**src/rtl/pulse_stretcher.sv**
```systemverilog
// pulse_stretcher: turns single-cycle event pulses into a fixed-width level.
// One down-counter is shared between the hold and gap phases. Retrigger,
// cancel and a mandatory low gap after each hold are supported.
//
// state | meaning
// ------+-----------------------------------------------------------
// IDLE  | waiting for trig; level and busy low
// HOLD  | level high; counter holds the hold cycles still to go
// GAP   | level low, busy high; counter holds the gap cycles still to go
module pulse_stretcher #(
  parameter int HOLD_CYCLES = 1000,
  parameter int GAP_CYCLES  = 0,
  parameter int RETRIGGER   = 1
) (
  input  logic clk,
  input  logic reset_n,
  input  logic trig,
  input  logic cancel,
  output logic level,
  output logic busy,
  output logic done,
  output logic dropped
);

  localparam int MAX_CYC = (HOLD_CYCLES > GAP_CYCLES) ? HOLD_CYCLES : GAP_CYCLES;
  localparam int CW      = (MAX_CYC < 1) ? 1 : $clog2(MAX_CYC + 1);

  // Reload values are "cycles minus one" because the reload edge itself
  // already counts as the first cycle of the phase.
  localparam logic [CW-1:0] HOLD_LOAD = CW'(HOLD_CYCLES - 1);
  localparam logic [CW-1:0] GAP_LOAD  = CW'((GAP_CYCLES > 0) ? GAP_CYCLES - 1 : 0);
  localparam bit            HAS_GAP   = (GAP_CYCLES > 0);
  localparam bit            RETRIG_EN = (RETRIGGER != 0);

  typedef enum logic [1:0] {
    S_IDLE = 2'd0,
    S_HOLD = 2'd1,
    S_GAP  = 2'd2
  } state_e;

  state_e        state_q, state_d;
  logic [CW-1:0] cnt_q, cnt_d;
  logic          level_q, level_d;
  logic          busy_q, busy_d;
  logic          done_q, done_d;
  logic          dropped_q, dropped_d;

  // Next-state, counter and output decode; outputs are computed from the
  // next state so the registered versions line up with the state register.
  always_comb begin
    state_d   = state_q;
    cnt_d     = cnt_q;
    done_d    = 1'b0;
    dropped_d = 1'b0;

    unique case (state_q)
      S_IDLE: begin
        if (trig) begin
          if (cancel) begin
            dropped_d = 1'b1;
          end else begin
            state_d = S_HOLD;
            cnt_d   = HOLD_LOAD;
          end
        end
      end

      S_HOLD: begin
        if (cancel) begin
          done_d = 1'b1;
          if (HAS_GAP) begin
            state_d = S_GAP;
            cnt_d   = GAP_LOAD;
          end else begin
            state_d = S_IDLE;
            cnt_d   = '0;
          end
        end else if (trig && RETRIG_EN) begin
          cnt_d = HOLD_LOAD;
        end else begin
          // Without retrigger a trig here is reported and otherwise ignored.
          if (trig) dropped_d = 1'b1;
          if (cnt_q == '0) begin
            done_d = 1'b1;
            if (HAS_GAP) begin
              state_d = S_GAP;
              cnt_d   = GAP_LOAD;
            end else begin
              state_d = S_IDLE;
              cnt_d   = '0;
            end
          end else begin
            cnt_d = cnt_q - CW'(1);
          end
        end
      end

      S_GAP: begin
        // cancel has nothing to abort here; a trig is never queued.
        if (trig) dropped_d = 1'b1;
        if (cnt_q == '0) begin
          state_d = S_IDLE;
        end else begin
          cnt_d = cnt_q - CW'(1);
        end
      end

      default: begin
        state_d = S_IDLE;
        cnt_d   = '0;
      end
    endcase

    level_d = (state_d == S_HOLD);
    busy_d  = (state_d != S_IDLE);
  end

  // State, counter and registered outputs; reset aborts any hold or gap
  // immediately without producing a done pulse.
  always_ff @(posedge clk or negedge reset_n) begin
    if (!reset_n) begin
      state_q   <= S_IDLE;
      cnt_q     <= '0;
      level_q   <= 1'b0;
      busy_q    <= 1'b0;
      done_q    <= 1'b0;
      dropped_q <= 1'b0;
    end else begin
      state_q   <= state_d;
      cnt_q     <= cnt_d;
      level_q   <= level_d;
      busy_q    <= busy_d;
      done_q    <= done_d;
      dropped_q <= dropped_d;
    end
  end

  assign level   = level_q;
  assign busy    = busy_q;
  assign done    = done_q;
  assign dropped = dropped_q;

endmodule
```
**config.mk**
```make
export PLATFORM = sky130hd
export DESIGN_NAME = pulse_stretcher
export DESIGN_NICKNAME = d
export VERILOG_FILES = /design/src/rtl/pulse_stretcher.sv
export SDC_FILE = /design/constraint.sdc
export NUM_CORES = 1
export LEC_CHECK = 0
export BUFFER_PORTS_ARGS = -buffer_cell sky130_fd_sc_hd__buf_2
export CAP_MARGIN = 40
export CORE_MARGIN = 1
export CORE_UTILIZATION = 56
export DETAILED_ROUTE_END_ITERATION = 8
export PLACE_DENSITY = 0.76
export RECOVER_POWER = 25
export SYNTH_ARGS = -nofsm -noshare
export SYNTH_HDL_FRONTEND = slang
export SYNTH_SLANG_ARGS = --single-unit
```
**constraint.sdc**
```tcl
create_clock -name clk -period 2.5 [get_ports clk]
set_clock_uncertainty 0.2 [all_clocks]
set_input_delay 0.125 -clock clk [delete_from_list [all_inputs] [get_ports clk]]
set_output_delay 0.125 -clock clk [all_outputs]
set_load 0.05 [all_outputs]
```
==> results of run 1 <==
==> sequential cells by signal (all words and copies together), names as in the netlist <==
| register | count |
|---|---|
| cnt_q | 10 |
| done | 1 |
| level | 1 |
| busy | 1 |
| dropped | 1 |
| state_q | 2 |
==> critical path, delay by kind of cell (launching register included) <==
kind	cells	cell delay, ns
AOI/OAI and AO/OA	3	0.96
DFF	1	0.42
and+or+nand+nor	2	0.33
adders and majority gates	1	0.15
buffers and inverters	1	0.10
==> through the flow <==
step | area, sq um | worst slack, ns | hold WS, ns | total power, uW
after floorplan | 897 | 0.412 | -0.371 | 435
after global placement | 942 | 0.307 | -0.151 | 469
after detailed placement | 942 | 0.249 | -0.146 | 473
after CTS | 995 | 0.231 | 0.0812 | 608
after global routing | 993 | 0.0523 | 0.365 | 640
final | 993 | 0.241 | 0.240 | 602
==> layout make-up <==
type	instances	area [sq um]	share of cell area (%)
Tap cell	16	20.0	2.02
Sequential cell	16	400	40.3
Clock buffer	3	22.5	2.27
Multi-Input combinational cell	68	460	46.3
Inverter	3	11.3	1.13
Timing Repair Buffer	12	78.8	7.93
==> Yosys cell counts, drive strengths merged <==
cell type / count
o31a: 1
a22o: 3
o311ai: 3
a31oi: 1
or4b: 1
o21ai: 5
o21bai: 1
a311o: 1
a21o: 3
o31ai: 1
a211oi: 1
a21oi: 4
nor4: 3
inv: 3
nor2b: 1
nor3b: 2
or2: 1
or3: 3
ha: 2
a21boi: 3
a211o: 2
dfrtp: 16
or4: 1
nand2: 9
nand3: 3
buf: 3
nor2: 4
clkbuf: 1
nand2b: 2
o21a: 1
and2: 1
nor4b: 1
nor3: 4
==> cell usage in the layout (no fill, tap or decap), types with 3 or more instances in the layout <==
cell type | synthesis | final
clkbuf_4 | 0 | 3
a21oi_1 | 4 | 4
dlygate4sd3_1 | 0 | 3
a22o_1 | 3 | 3
nor2_1 | 4 | 4
dfrtp_1 | 16 | 16
o21ai_0 | 5 | 5
nand2_1 | 9 | 9
a21o_1 | 3 | 3
buf_2 | 2 | 6
nor3_1 | 4 | 4
o311ai_0 | 3 | 3
inv_1 | 3 | 3
==> power breakdown <==
| part | switching (uW) | internal [uW] | leakage [uW] |
|---|---|---|---|
| Combinational | 76.7 | 60.2 | 0.000222 |
| Clock | 73.4 | 55.9 | 0.0000138 |
| Sequential | 46.0 | 290 | 0.000196 |
==> cell families after synthesis <==
| kind of cell | count (synthesis) | synth area share, % |
|---|---|---|
| adders and majority gates | 2 | 2.79 |
| DFF | 16 | 44.6 |
| buffers and inverters | 7 | 4.04 |
| AOI/OAI and AO/OA | 30 | 24.1 |
| and+or+nand+nor | 36 | 24.4 |
==> metal layers <==
layer / share of wire [%] / wire length, microns / global-route usage, %
met1: 48 / 808 / 28.4
met2: 49 / 824 / 36.6
met3: 2.3 / 39 / 3.88
met4: 0.83 / 14 / 7.50
met5: 0 / 0 / 0
==> what timing repair did <==
item,CTS,global route
endpoints found under the hold margin,21,0
gates resized for setup,0,0
hold buffers,3,0
==> worst paths after layout <==
kind | slack, ns | endpoint | from | cells after the start
min | 0.24 | state_q[0] | reset_n | 2
min in group clk | 0.35 | cnt_q[8] | cnt_q[8] | 2
max reg2reg | 0.24 | cnt_q[9] | cnt_q[0] | 7
min reg2reg | 0.35 | cnt_q[8] | cnt_q[8] | 2
max | 0.24 | cnt_q[9] | cnt_q[0] | 7
max in group asynchronous | 1.35 | cnt_q[1] | reset_n | 2
==> impl_metrics.ini, run 1 <==
[outcome]
outcome = finished, final reports clean

[finish]
area_growth_pct = 10.7
fin_cells = 118
num_antenna_cells = 0
final_util_pct = 65.9
fill_cells = 122
drive_gt1_share_pct = 16.7
final_net_count = 110

[floorplan]
fp.coreArea_sq_um = 1510
die_width_microns = 42.0
rows = 14
die_h_microns = 42.0
dieArea_sq_um = 1770
initial_core_util_pct = 59.6
num_io_pins = 8

[synth]
synth_area_leaders = dfrtp_1 (45%), nand2_1 (3.8%), a22o_1 (2.9%)
synth_top_area_share_pct = 44.6
yosysWarnings = 0
yosysTopAreaCell = dfrtp_1
syn_area_per_cell_sq_um = 9.86
ys_ff_latch = 16
seq_area_frac_synth_pct = 44.6
syn_inst = 91
netlist-cell-type-count = 39
synth_area_sq_um = 897
synth_nets = 97

[clocking]
cts_setup_buffers = 0
cts_buffers = 3
clkTransAtPathRegs_ns = 0.08
clock_path_buffers = 2
root_buffer = clkbuf_4
cts_tree = built
htreeDepth = 1
cts.sinks = 16
clock_latency_ns = 0.28

[drt]
wl_microns = 1690
vias = 726
initialDrtViolationCount = 10
ant_nets = 0
wire_per_inst_microns = 14.3
drt_pass1_iterations = 4
avgViaCountPerCell = 6.15
drcViolationCount = 0

[worst_setup_path]
cp-start-kind = flip-flop
crit_type = reg2reg
path_cells = inv_1 > ha_1 > nor2b_1 > nand3_2 > a311o_1 > a21boi_1 > a211o_1
critPathMaxFanout = 10
cp-end-kind = flip-flop
arrival_ns = 2.23
critPathRequiredTime_ns = 2.47
max_stage_delay_ns = 0.51
cpMaxStageDelayCell = a311o_1

[grt]
grt_pass1_vias = 704
overflow = 0
grtUsageTotal_pct = 21.8
grt_pass1_wl_microns = 2900
antenna_found_initial = 0
grt_max_degree = 17

[timing]
tns_ns = 0
setup_viol = 0
fmax_mhz = 443
layout_min_cycle_time_ns = 2.26
period_share_pct = 90.4
drv_slew = 0
worstMarginPinSlew_ns = 0.816
relSlewSlack_pct = 45.6
rsz0062_at_grt = false
hold_violations = 0

[power_and_ir_drop]
ir_worst_vdd_uv = 343
p_per_area_nw_per_um2 = 606
leakagePower_uw = 0.000432

[flow_run]
drv_cap = 0

[worst_hold_path]
hp-class = in2async

[placed_design]
place.gp.congestion = 0.752
dpl.hpwl_microns = 1210
io_buffers = 7
dpl.cell_count = 112
Power figures use the tool's default switching activity.
==> run 2, diff against run 1 <==
Settings changed: CORE_ASPECT_RATIO set to 0.9.
==> impl_metrics.ini, run 2 (same netlist as run 1, synthesis figures left out) <==
[clocking]
clock_path_buffers = 2
cts.sinks = 16
cts_buffers = 3
clock_latency_ns = 0.28
cts_setup_buffers = 0
htreeDepth = 1
cts_tree = built
root_buffer = clkbuf_4
clkTransAtPathRegs_ns = 0.09

[timing]
setup_viol = 0
rsz0062_at_grt = false
worst_hold_slack_ns = 0.261
worst_slack_ns = 0.281
worstMarginPinSlew_ns = 0.837
tns_ns = 0
drv_slew = 0
period_share_pct = 88.8
layout_min_cycle_time_ns = 2.22
relSlewSlack_pct = 44.2
hold_violations = 0
fmax_mhz = 451

[grt]
grt_pass1_vias = 696
grt_max_degree = 17
antenna_found_initial = 0
grtUsageTotal_pct = 25.7
grt_pass1_wl_microns = 3170
overflow = 0

[finish]
drive_gt1_share_pct = 17.5
fin_cells = 118
layout_common_cells = dfrtp_1 (16), nand2_1 (9), buf_2 (6)
top_regs = cnt_q: 10 flops, state_q: 2 flops
num_antenna_cells = 0
area_growth_pct = 11.4
max_flop_register = cnt_q
final_net_count = 111
largest_reg_flops = 10
post-route-cell-area_sq_um = 1000
final_common_cell = dfrtp_1

[drt]
drt_pass1_iterations = 6
avgViaCountPerCell = 6.28
wl_met1_microns = 853
wl_microns = 1770
vias = 741
wire_per_inst_microns = 15.0
ant_nets = 0
met2WireLength_microns = 855
wl_met3_microns = 63
initialDrtViolationCount = 20
maxUsedRoutingLayer = met3
drcViolationCount = 0

[floorplan]
fp.coreArea_sq_um = 1460
rows = 13
num_io_pins = 8
initial_core_util_pct = 61.3
die_width_microns = 44.2
die_h_microns = 40.0
dieArea_sq_um = 1770

[placed_design]
dp_slack_ns = 0.303
placed_cell_area_sq_um = 948
dpl.cell_count = 112
io_buffers = 7
dpl.hpwl_microns = 1260
place.gp.congestion = 0.878

[worst_hold_path]
hp-class = in2async

[power_and_ir_drop]
leakagePower_uw = 0.000437
ir_worst_vdd_uv = 443
p_per_area_nw_per_um2 = 604

[worst_setup_path]
cpMaxStageDelayCell = a311o_1
critPathMaxFanout = 7
path_cells = inv_1 > ha_1 > nor2b_1 > nand3_2 > a311o_1 > a21boi_1 > a211o_1
arrival_ns = 2.19
rr_startpoint = cnt_q[0]
crit_type = reg2reg
reg2reg_depth = 7
r2r-end = cnt_q[9]
cp-startpoint = cnt_q[0]
critPathRequiredTime_ns = 2.47
cp-start-kind = flip-flop
max_stage_delay_ns = 0.48
crit_path_end = cnt_q[9]
cp-end-kind = flip-flop
r2r_slack_ns = 0.28

[flow_run]
drv_cap = 0

[outcome]
outcome = finished, final reports clean
run 2: changes by cell type in the layout (fill, tap and decap cells not counted):
cell   previous run  this run
buf_4             2         3
run 2: stage by stage:
stage,power [uW],util (%)
6_report,604,68.3
5_1_grt,646,68.3
4_1_cts,609,68.4
3_5_place_dp,476,64.8
3_3_place_gp,472,64.8
2_1_floorplan,435,-
run 2: repair_timing:
item                                   in CTS  in global routing
endpoints found under the hold margin      20                  0
gates resized for setup                     0                  0
hold buffers                                3                  0
run 2: worst min path at each step:
stage,slack (ns),cells past startpoint,endpoint
2_1_floorplan,-0.37,0,busy
6_report,0.26,2,state_q[1]
3_5_place_dp,-0.14,1,cnt_q[7]
4_1_cts,0.09,2,cnt_q[8]
3_3_place_gp,-0.15,1,cnt_q[7]
5_1_grt,0.36,2,state_q[1]
run 2: area by class of cell:
| type | instances | area [sq um] |
|---|---|---|
| Timing Repair Buffer | 13 | 86.3 |
| Clock buffer | 3 | 22.5 |
| Fill cell | 119 | 464 |
| Sequential cell | 16 | 400 |
| Tap cell | 15 | 18.8 |
| Multi-Input combinational cell | 68 | 460 |
| Inverter | 3 | 11.3 |
run 2: routing by layer:
layer | GRT usage (%) | vias to the layer above
li1 | - | 372
met1 | 37.1 | 357
met2 | 41.9 | 12
met3 | 2.70 | 0
met4 | 6.82 | 0
met5 | 0 | -
run 2: worst max-delay path, delay by kind of cell, from the launching register on:
family,cells,cell delay [ns]
buf+inv,1,0.10
flops,1,0.43
simple gates,2,0.33
fa+ha+maj,1,0.15
compound gates,3,0.91
run 2: power breakdown:
part	switching [uW]	leakage [uW]	internal (uW)
Combinational	77.5	0.000227	61.9
Clock	75.3	0.0000138	55.8
Sequential	44.0	0.000196	290
Total	197	0.000437	407
